===== src/rtl/uart_i2c_cmd_seq.sv =====
// uart_i2c_cmd_seq: parses UART host commands into I2C master writes and single/polled register reads.
// Define WR_STATUS_EN to return a status byte (0xA5 ok, 0xEE NACK) on the UART after each write.
module uart_i2c_cmd_seq #(
    parameter int POLL_CYCLES    = 50000,
    parameter int TIMEOUT_CYCLES = 100000
) (
    input  logic       clk,
    input  logic       rstn,
    input  logic [7:0] s_rx_tdata,
    input  logic       s_rx_tvalid,
    output logic       s_rx_tready,
    output logic [7:0] m_tx_tdata,
    output logic       m_tx_tvalid,
    input  logic       m_tx_tready,
    output logic [6:0] m_cmd_address,
    output logic       m_cmd_start,
    output logic       m_cmd_read,
    output logic       m_cmd_write,
    output logic       m_cmd_stop,
    output logic       m_cmd_valid,
    input  logic       m_cmd_ready,
    output logic [7:0] m_wr_tdata,
    output logic       m_wr_tvalid,
    output logic       m_wr_tlast,
    input  logic       m_wr_tready,
    input  logic [7:0] s_rd_tdata,
    input  logic       s_rd_tvalid,
    output logic       s_rd_tready,
    input  logic       missed_ack,
    output logic       busy,
    output logic       err
);
    localparam int MAXC = TIMEOUT_CYCLES > POLL_CYCLES ? TIMEOUT_CYCLES : POLL_CYCLES;
    localparam int CW   = $clog2(MAXC + 1);

    typedef enum logic [3:0] {
        IDLE, GET_REG, GET_DATA, WR_CMD, WR_REG, WR_DATA, WR_STAT,
        RD_SET, RD_SETREG, RD_CMD, RD_WAIT, TX_BYTE, POLL_WAIT
    } state_t;

    state_t        state, state_n;
    logic [6:0]    addr, reg_addr;
    logic          rw, conv, stop_req;
    logic [7:0]    wdata, rd_byte;
    logic [CW-1:0] cnt;
    logic          rx_acc, rd_state, tmo, poll_done, cont_ok;

    assign rd_state      = state inside {RD_SET, RD_SETREG, RD_CMD, RD_WAIT, TX_BYTE, POLL_WAIT};
    assign s_rx_tready   = rstn && (state inside {IDLE, GET_REG, GET_DATA} || (rd_state && conv && !stop_req));
    assign rx_acc        = s_rx_tvalid && s_rx_tready;
    assign tmo           = cnt == CW'(TIMEOUT_CYCLES - 1);
    assign poll_done     = cnt == CW'(POLL_CYCLES - 1);
    assign cont_ok       = conv && !stop_req && !rx_acc && !err && !missed_ack;
    assign busy          = state != IDLE;
    assign m_cmd_address = addr;

    always_comb begin
        state_n     = state;
        m_cmd_start = 1'b0;
        m_cmd_read  = 1'b0;
        m_cmd_write = 1'b0;
        m_cmd_stop  = 1'b0;
        m_cmd_valid = 1'b0;
        m_wr_tdata  = 8'h00;
        m_wr_tvalid = 1'b0;
        m_wr_tlast  = 1'b0;
        m_tx_tdata  = 8'h00;
        m_tx_tvalid = 1'b0;
        s_rd_tready = 1'b0;
        case (state)
            IDLE:      state_n = rx_acc ? GET_REG : IDLE;
            GET_REG:   state_n = rx_acc ? (rw ? RD_SET : GET_DATA) : (tmo ? IDLE : GET_REG);
            GET_DATA:  state_n = rx_acc ? WR_CMD : (tmo ? IDLE : GET_DATA);
            WR_CMD: begin
                {m_cmd_valid, m_cmd_start, m_cmd_write, m_cmd_stop} = 4'b1111;
                state_n = m_cmd_ready ? WR_REG : WR_CMD;
            end
            WR_REG: begin
                m_wr_tvalid = 1'b1;
                m_wr_tdata  = {1'b0, reg_addr};
                state_n     = m_wr_tready ? WR_DATA : WR_REG;
            end
            WR_DATA: begin
                m_wr_tvalid = 1'b1;
                m_wr_tlast  = 1'b1;
                m_wr_tdata  = wdata;
                state_n     = m_wr_tready ? WR_STAT : WR_DATA;
            end
            WR_STAT: begin
`ifdef WR_STATUS_EN
                m_tx_tvalid = 1'b1;
                m_tx_tdata  = err ? 8'hEE : 8'hA5;
                state_n     = m_tx_tready ? IDLE : WR_STAT;
`else
                state_n = IDLE;
`endif
            end
            RD_SET: begin
                {m_cmd_valid, m_cmd_start, m_cmd_write} = 3'b111;
                state_n = m_cmd_ready ? RD_SETREG : RD_SET;
            end
            RD_SETREG: begin
                m_wr_tvalid = 1'b1;
                m_wr_tlast  = 1'b1;
                m_wr_tdata  = {1'b0, reg_addr};
                state_n     = m_wr_tready ? RD_CMD : RD_SETREG;
            end
            RD_CMD: begin
                {m_cmd_valid, m_cmd_start, m_cmd_read, m_cmd_stop} = 4'b1111;
                state_n = m_cmd_ready ? RD_WAIT : RD_CMD;
            end
            RD_WAIT: begin
                s_rd_tready = 1'b1;
                state_n     = s_rd_tvalid ? TX_BYTE : RD_WAIT;
            end
            TX_BYTE: begin
                m_tx_tvalid = 1'b1;
                m_tx_tdata  = rd_byte;
                state_n     = m_tx_tready ? (cont_ok ? POLL_WAIT : IDLE) : TX_BYTE;
            end
            POLL_WAIT: state_n = (rx_acc || stop_req || err) ? IDLE : (poll_done ? RD_SET : POLL_WAIT);
            default:   state_n = IDLE;
        endcase
    end

    // cnt restarts on every state change, so it times both inter-byte gaps and poll spacing
    always_ff @(posedge clk or negedge rstn) begin
        if (!rstn) begin
            state    <= IDLE;
            addr     <= '0;
            rw       <= 1'b0;
            conv     <= 1'b0;
            reg_addr <= '0;
            wdata    <= '0;
            rd_byte  <= '0;
            err      <= 1'b0;
            stop_req <= 1'b0;
            cnt      <= '0;
        end else begin
            state    <= state_n;
            cnt      <= (state_n != state) ? '0 : cnt + 1'b1;
            err      <= missed_ack || (err && !(state == IDLE && rx_acc));
            stop_req <= (state == IDLE) ? 1'b0 : (stop_req || (rd_state && rx_acc));
            if (state == IDLE && rx_acc) {addr, rw} <= s_rx_tdata;
            if (state == GET_REG && rx_acc) {conv, reg_addr} <= s_rx_tdata;
            if (state == GET_DATA && rx_acc) wdata <= s_rx_tdata;
            if (state == RD_WAIT && s_rd_tvalid) rd_byte <= s_rd_tdata;
        end
    end
endmodule

===== config.mk =====
export PLATFORM = sky130hd
export DESIGN_NAME = uart_i2c_cmd_seq
export DESIGN_NICKNAME = d
export VERILOG_FILES = /design/src/rtl/uart_i2c_cmd_seq.sv
export SDC_FILE = /design/constraint.sdc
export NUM_CORES = 1
export LEC_CHECK = 0
export CORE_UTILIZATION = 56
export CTS_CLUSTER_SIZE = 8
export DETAILED_ROUTE_END_ITERATION = 8
export PLACE_DENSITY = 0.91
export SKIP_LAST_GASP = 1
export SYNTH_ARGS = -nofsm -noshare
export SYNTH_HDL_FRONTEND = slang
export SYNTH_SLANG_ARGS = --single-unit

===== constraint.sdc =====
create_clock -name clk -period 6 [get_ports clk]
set_input_delay 0.6 -clock clk [delete_from_list [all_inputs] [get_ports clk]]
set_output_delay 0.6 -clock clk [all_outputs]
set_load 0.1 [all_outputs]

Yosys cells after proc, flatten, opt, wreduce, memory -nomap -nowiden
Cells that the tools add are included.
Storage, ports and cells
  register bits: 55
  word-level logic and storage cells: 89
  bits of input ports: 24
  output and inout port bits: 35
Cells by class
  reduce and logical (&&, ||, !) cells: 34
  add/sub/neg operators: 1
  mux-type cells: 30
  eq/ne operators: 14
Operators by type and width (number)
  $pmux 4 s12: 1
  $eq 4x4->1 const B: 5
  $mux 4: 5
  $add 17x1->17 const B: 1
  $eq 17x16->1 const B: 1
  $eq 17x17->1 const B: 1
  $mux 17: 1
  $pmux 8 s2: 1
  $logic_and 1x1->1: 14
  $mux 1: 14
  $eq 4x3->1 const B: 3
  $mux 3: 3
  $eq 4x2->1 const B: 2
  $mux 2: 4
  $mux 8: 1
  $reduce_or 2->1: 4
  $reduce_bool 6->1: 1
  $reduce_or 3->1: 2
  $logic_not 1->1: 5
  $logic_or 1x1->1: 5
  $eq 4x1->1 const B: 1
  $logic_not 4->1: 1
  $ne 4x4->1: 1
  $reduce_bool 4->1: 1
  $reduce_bool 3->1: 1

Logic depth before layout (Yosys ltp)
Gate-level depths: netlist (run 1).
  depth after elaboration: 16
  gate-level depth with buffers: 9
  depth with buffers taken out: 8

Worst setup path after synthesis (run 1)
Ideal clock, no wire load.
  path kind: reg-to-output
  start: register state[2]
  end: output m_tx_tdata[0]
  stages on the path, launching flop included: 5
  path buffers: 1
  arrival: 3.112 ns
  required time: 5.400 ns
  setup slack: 2.288 ns
  path through: dfrtp_1 or2b_1 buf_2 nor2_1 and2_1
Between the ends
  word-level cells in the longest chain between the ends: 2
RTL lines
  from (decl): line 41  | state_t state, state_n;
  from (signal assigned): line 140  | state <= state_n;
  $eq 4x4->1: line 70  | case (state)
  $mux 8: line 70
  to (decl): line 12  | output logic [7:0] m_tx_tdata,
No other way between the ends.

Worst setup path in the final report (run 1)
  start: register state[3]
  end: output m_wr_tdata[6]
Between the ends
  word-level cells in the longest chain between the ends: 3
  elaborated cells on any way between the ends: 5
  classes of those cells: eq/ne: 3; mux: 1; reduce/logical: 1
RTL lines
  $eq 4x4->1 or $eq 4x3->1 (tied branches): line 70
  $reduce_or 2->1 (no line)
  $pmux 8 s2 *: line 70
  to (decl): line 22  | output logic [7:0] m_wr_tdata,
Mark *: on every way between the ends. The rest lies on a longest branch, timed or not.

==> impl_metrics.py, run 1 <==
metrics = {
    "power_and_ir_drop": {
        "leakage_nw": 1.53,
        "max-vdd-ir-drop_uv": 414,
        "power.density_nw_per_um2": 529,
    },
    "sta": {
        "fin_crit_sh_pct": 70.1,
        "fin_tns_setup_ns": 0,
        "finalCriticalPeriod_ns": 4.21,
        "finalHoldViolations": 0,
        "slew_headroom_pct": 29.0,
        "worstMarginPinSlew_ns": 1.06,
        "skew_ns": 0.00615,
        "max_freq_mhz": 238,
        "setup_viol_count_final": 0,
        "slew_viol_final": 0,
        "rsz0062_at_grt": "false",
    },
    "synthesis": {
        "ys_seq_area_share_pct": 44.8,
        "synth.net_count": 306,
        "synth_ff_type": "dfrtp_1",
        "async_flop_share_pct": 100,
        "syn_inst": 281,
        "synth_cell_type_count": 57,
        "ys_ff_latch": 55,
        "yosysTopAreaCell": "dfrtp_1",
        "synth.top_cell.area_share_pct": 44.8,
        "synth_area_per_cell_um2": 10.9,
        "yosysWarningCount": 0,
        "synth_area_um2": 3070,
        "synth_area_leaders": "dfrtp_1 (45%), mux2_2 (12%), nor4_2 (4.1%), nor2_1 (3.1%), xor2_1 (2.9%)",
        "synth-edff-count": 0,
    },
    "worst_setup_path": {
        "crit_slowest_cell": "clkdlybuf4s50_1",
        "arrival_ns": 3.61,
        "startpoint_type": "flop",
        "max_stage_delay_ns": 1.17,
        "worst-setup-path-type": "reg -> out",
        "rr_endpoint": "cnt[2]$_DFF_PN0_",
        "rr_worst_depth": 7,
        "cp.required_ns": 5.40,
        "endpoint_kind": "output port",
        "reg2reg_from": "state[1]$_DFF_PN0_",
        "worstPathMaxFanout": 25,
        "r2r_setup_slack_ns": 2.47,
        "path_cells": "or2b_1 > a21oi_1 > a22oi_1 > nor2_1 > clkdlybuf4s50_1",
        "crit_start": "state[3]$_DFF_PN0_",
    },
    "placed_design": {
        "dpl.hpwl_um": 4780,
        "io_buffers": 58,
        "place_congestion": 0.846,
    },
    "clock_network": {
        "postCtsSetupBuffers": 0,
        "cts.path.max_buffers": 2,
        "clk_latency_ns": 0.31,
        "ctsHoldBuffers": 0,
        "cts.repair.resized": 0,
        "cts_sinks": 55,
        "clk_pin_slew_ns": 0.10,
        "numCtsBuffers": 5,
        "htree_levels": 2,
        "cts_tree": "built",
        "cts_root_buf": "clkbuf_8",
    },
    "detailed_routing": {
        "wl_um": 6840,
        "via_per_inst": 5.96,
        "drt_first_pass_iters": 4,
        "dr_total_vias": 2402,
        "drtAntennaViolNets": 0,
        "route.detailed.drc": 0,
        "drtIter0Drc": 304,
        "avgRoutedWirePerCell_um": 17.0,
    },
    "status": {
        "status": "completed",
    },
    "job": {
        "maxCapViolations": 0,
    },
    "die": {
        "die_width_um": 76.1,
        "die_area_um2": 5790,
        "coreArea_um2": 5200,
        "initial_core_util_pct": 59.0,
        "die_h_um": 76.1,
        "num_rows": 26,
        "pin_count": 59,
    },
    "grt": {
        "grt_pass1_wl_um": 11800,
        "grt_usage_pct": 25.4,
        "grt-ovfl-total": 0,
        "grt_pass1_vias": 2365,
        "antenna_found_initial": 0,
        "grt_max_degree": 38,
    },
    "final_layout": {
        "post-route-util_pct": 72.0,
        "nets": 357,
        "diodes": 0,
        "areaGrowthSynthToFinish_pct": 22.0,
        "drive_above_1_share_pct": 18.9,
    },
    "worst_hold_path": {
        "hp-class": "in -> async",
    },
}
-- flip-flops by register name, summed over array words and instances (netlist names) --
signal         cells
err                1
stop_req           1
m_cmd_address      7
state              4
rd_byte            8
wdata              8
rw                 1
cnt               17
reg_addr           7
conv               1
-- final cells by class --
class | instances | area [µm²]
flip-flops and latches | 55 | 1380
clock buffers | 5 | 68.8
well taps | 70 | 87.6
fillers | 373 | 1460
inverters | 3 | 11.3
clock inverters | 3 | 25.0
multi-input cells | 207 | 1590
repair buffers | 60 | 591
-- metrics by stage --
stage               instance area (µm²)  worst slack, ns  std cells  hold WS [ns]  power (W)
CTS                                3750             1.82        403         0.272    0.00199
detailed placement                 3650             2.14        395         0.486    0.00178
finish                             3750             1.79        403         0.264    0.00198
global placement                   3650             2.32        395         0.479    0.00175
floorplan                          3070             2.29        281         0.304    0.00155
global route                       3750             1.58        403         0.279    0.00208
-- worst max-delay path, delay by kind of cell, from the launching register on --
family / cells / cell delay [ns]
flip-flops: 1 / 0.78
AO/OA/AOI/OAI: 2 / 0.81
AND/OR/NAND/NOR: 2 / 0.54
buffers and inverters: 1 / 1.17
-- layout by cell type (no fill, tap or decap), types with 2 or more instances in the layout --
master / n
and2_1: 10
nand3_1: 14
and3_1: 8
a21oi_1: 5
o21ai_0: 3
clkinv_4: 2
xor2_1: 10
inv_1: 3
nor4_1: 8
o22ai_1: 2
or3_1: 2
xnor2_1: 6
nor4_2: 10
nor4b_1: 3
a22oi_1: 7
or2_2: 2
nand4_1: 2
nor3_1: 2
a31oi_1: 3
nor2b_1: 6
nor2_1: 25
buf_4: 2
clkdlybuf4s50_1: 57
nand2b_1: 5
nand2_1: 12
nor4bb_1: 2
xor2_2: 2
dfrtp_1: 55
mux2_2: 32
clkbuf_8: 5
-- Yosys cell counts (all sizes together), types with 4 or more instances --
master,n
and3,8
nand2b,5
nor2b,6
and2,10
nor4,19
dfrtp,55
mux2,32
xnor2,6
xor2,12
clkbuf,4
buf,12
nand2,12
nor2,25
nand3,14
a22oi,7
a21oi,6
-- cell families (layout without fill, tap and decap cells) --
group | Yosys count | after routing | synth area share (%)
simple gates | 121 | 121 | 25.1
flops | 55 | 55 | 44.8
compound gates | 34 | 34 | 8.51
mux | 33 | 33 | 12.1
buf+inv | 19 | 71 | 3.46
xor+xnor | 18 | 18 | 5.62
fa+ha+maj | 1 | 1 | 0.407
-- routing by layer --
layer	global-route usage [%]	vias to the layer above	routed length (µm)
met5	0	-	0
met4	6.35	0	82
met3	3.23	8	318
met2	42.5	73	3460
met1	35.4	1196	2980
li1	-	1125	-
-- report_power, final --
group	switching, W	total [W]	leakage (nW)	internal [W]
registers	0.000126	0.000616	0.712	0.000490
logic	0.000828	0.00116	0.777	0.000330
clock network	0.000126	0.000210	0.0443	0.0000838
total	0.00108	0.00198	1.53	0.000904
-- how the worst max path moves through the flow --
stage	endpoint	slack, ns	depth (start not counted)
floorplan	m_tx_tdata[0]	2.29	4
global placement	m_wr_tdata[0]	2.32	5
detailed placement	m_wr_tdata[6]	2.14	5
CTS	m_wr_tdata[6]	1.82	5
global route	m_wr_tdata[6]	1.58	5
finish	m_wr_tdata[6]	1.79	5
No activity file was read; power rests on OpenSTA's default activity.
==> run 2: changes to the inputs <==
- CORE_UTILIZATION: 56 -> 52
- PLACE_DENSITY: 0.91 -> 0.86
- clock period: 6 -> 4.4 ns (I/O delays scaled with it)
==> run 2 against run 1 <==
Compared with the run above:
- setup slack got worse by 0.90 ns
- critical endpoint is now s_rd_tready
- worst hold slack got worse by 0.24 ns
- combinational power increased by 38%
- largest cell class unchanged
- largest power group unchanged
==> impl_metrics.py, run 2 (synthesis results as in run 1) <==
metrics = {
    "grt": {
        "grt_max_degree": 45,
        "grt_pass1_wl_um": 10900,
        "grt_usage_pct": 22.3,
        "grt-ovfl-total": 0,
        "grt_pass1_vias": 2176,
        "antenna_found_initial": 0,
    },
    "sta": {
        "finalCriticalPeriod_ns": 3.51,
        "fin_tns_setup_ns": 0,
        "max_freq_mhz": 285,
        "setup_viol_count_final": 0,
        "holdWs_ns": 0.0203,
        "slew_viol_final": 0,
        "finalHoldViolations": 0,
        "fin_crit_sh_pct": 79.7,
        "worstMarginPinSlew_ns": 0.981,
        "setup_slack_ns": 0.893,
        "rsz0062_at_grt": "false",
        "slew_headroom_pct": 34.4,
        "skew_ns": 0.0137,
    },
    "final_layout": {
        "regArea_um2": 1380,
        "top_regs": "cnt x17, rd_byte x8, wdata x8",
        "nets": 359,
        "final_area_um2": 3730,
        "drive_above_1_share_pct": 24.2,
        "areaGrowthSynthToFinish_pct": 21.6,
        "layout_common_cells": "dfrtp_1 (55), clkdlybuf4s50_1 (41), mux2_2 (32)",
        "largest_reg_flops": 17,
        "nFillCells": 444,
        "diodes": 0,
        "multi_input_area_um2": 1590,
        "regMostFlops": "cnt",
        "final_common_cell": "dfrtp_1",
    },
    "detailed_routing": {
        "drt_first_pass_iters": 5,
        "wl_met2_um": 3240,
        "route.detailed.drc": 0,
        "wl_met3_um": 310,
        "avgRoutedWirePerCell_um": 16.7,
        "drtIter0Drc": 281,
        "drtAntennaViolNets": 0,
        "via_per_inst": 5.83,
        "top_layer": "met4",
        "m1WireLength_um": 3160,
        "wl_um": 6780,
        "dr_total_vias": 2372,
    },
    "clock_network": {
        "ctsHoldBuffers": 0,
        "clk_pin_slew_ns": 0.11,
        "cts_root_buf": "clkbuf_8",
        "postCtsSetupBuffers": 0,
        "cts.repair.resized": 0,
        "htree_levels": 2,
        "numCtsBuffers": 5,
        "cts.path.max_buffers": 2,
        "cts_tree": "built",
        "cts_sinks": 55,
        "clk_latency_ns": 0.32,
    },
    "die": {
        "initial_core_util_pct": 54.8,
        "coreArea_um2": 5610,
        "die_width_um": 78.9,
        "pin_count": 59,
        "num_rows": 27,
        "die_area_um2": 6220,
        "die_h_um": 78.9,
    },
    "status": {
        "status": "completed",
    },
    "placed_design": {
        "io_buffers": 58,
        "dp_slack_ns": 1.29,
        "place_congestion": 0.863,
        "placed_area_um2": 3630,
        "dpl.hpwl_um": 4760,
    },
    "worst_hold_path": {
        "hp-class": "in -> async",
    },
    "worst_setup_path": {
        "endpoint_kind": "output port",
        "reg2reg_from": "state[1]$_DFF_PN0_",
        "rr_endpoint": "cnt[6]$_DFF_PN0_",
        "worstPathMaxFanout": 30,
        "worst-setup-path-type": "reg -> out",
        "r2r_setup_slack_ns": 1.19,
        "startpoint_type": "flop",
        "cp.required_ns": 3.96,
        "arrival_ns": 3.07,
        "rr_worst_depth": 7,
    },
    "job": {
        "maxCapViolations": 0,
    },
    "power_and_ir_drop": {
        "leakage_nw": 1.58,
        "power.total_w": 0.00274,
        "max-vdd-ir-drop_uv": 476,
        "power.density_nw_per_um2": 734,
    },
}
-- run 2: worst max-delay path: stages, from the launching register on --
cell and delay, ns:
dfrtp_1 0.99, nor2b_1 0.33, nor2b_1 0.25, clkdlybuf4s50_1 1.18
-- run 2: power breakdown --
part | switching, W | internal (W)
registers | 0.000172 | 0.000668
clock network | 0.000185 | 0.000121
logic | 0.00113 | 0.000471
total | 0.00148 | 0.00126
-- run 2: layout make-up --
| cell class | count | share of cell area, % |
|---|---|---|
| tap | 72 | 2.41 |
| multi-input combinational | 207 | 42.5 |
| inverter | 3 | 0.302 |
| clock buffer | 5 | 1.84 |
| sequential | 55 | 36.9 |
| clock inverter | 3 | 0.905 |
| timing repair buffer | 62 | 15.1 |
-- run 2: how the worst max path moves through the flow --
stage	endpoint	depth (start not counted)	slack, ns	from
4_1_cts	s_rd_tready	3	0.92	state[1]$_DFF_PN0_
3_3_place_gp	s_rx_tready	4	1.33	state[1]$_DFF_PN0_
3_5_place_dp	cnt[16]$_DFF_PN0_	7	1.29	state[1]$_DFF_PN0_
6_report	s_rd_tready	3	0.89	state[1]$_DFF_PN0_
2_1_floorplan	m_tx_tdata[0]	4	0.85	state[2]$_DFF_PN0_
5_1_grt	m_wr_tlast	6	0.69	state[2]$_DFF_PN0_
-- run 2: metal layers --
layer	track usage, %	up-vias
met5	0	-
met4	5.82	0
met3	4.25	6
met2	34.1	63
met1	32.7	1177
li1	-	1126
-- run 2: stage by stage --
| step | utilization [%] | cells |
|---|---|---|
| after floorplan | - | 281 |
| after global placement | 64.8 | 399 |
| after detailed placement | 64.8 | 399 |
| after CTS | 66.6 | 407 |
| after global routing | 66.6 | 407 |
| final | 66.6 | 407 |
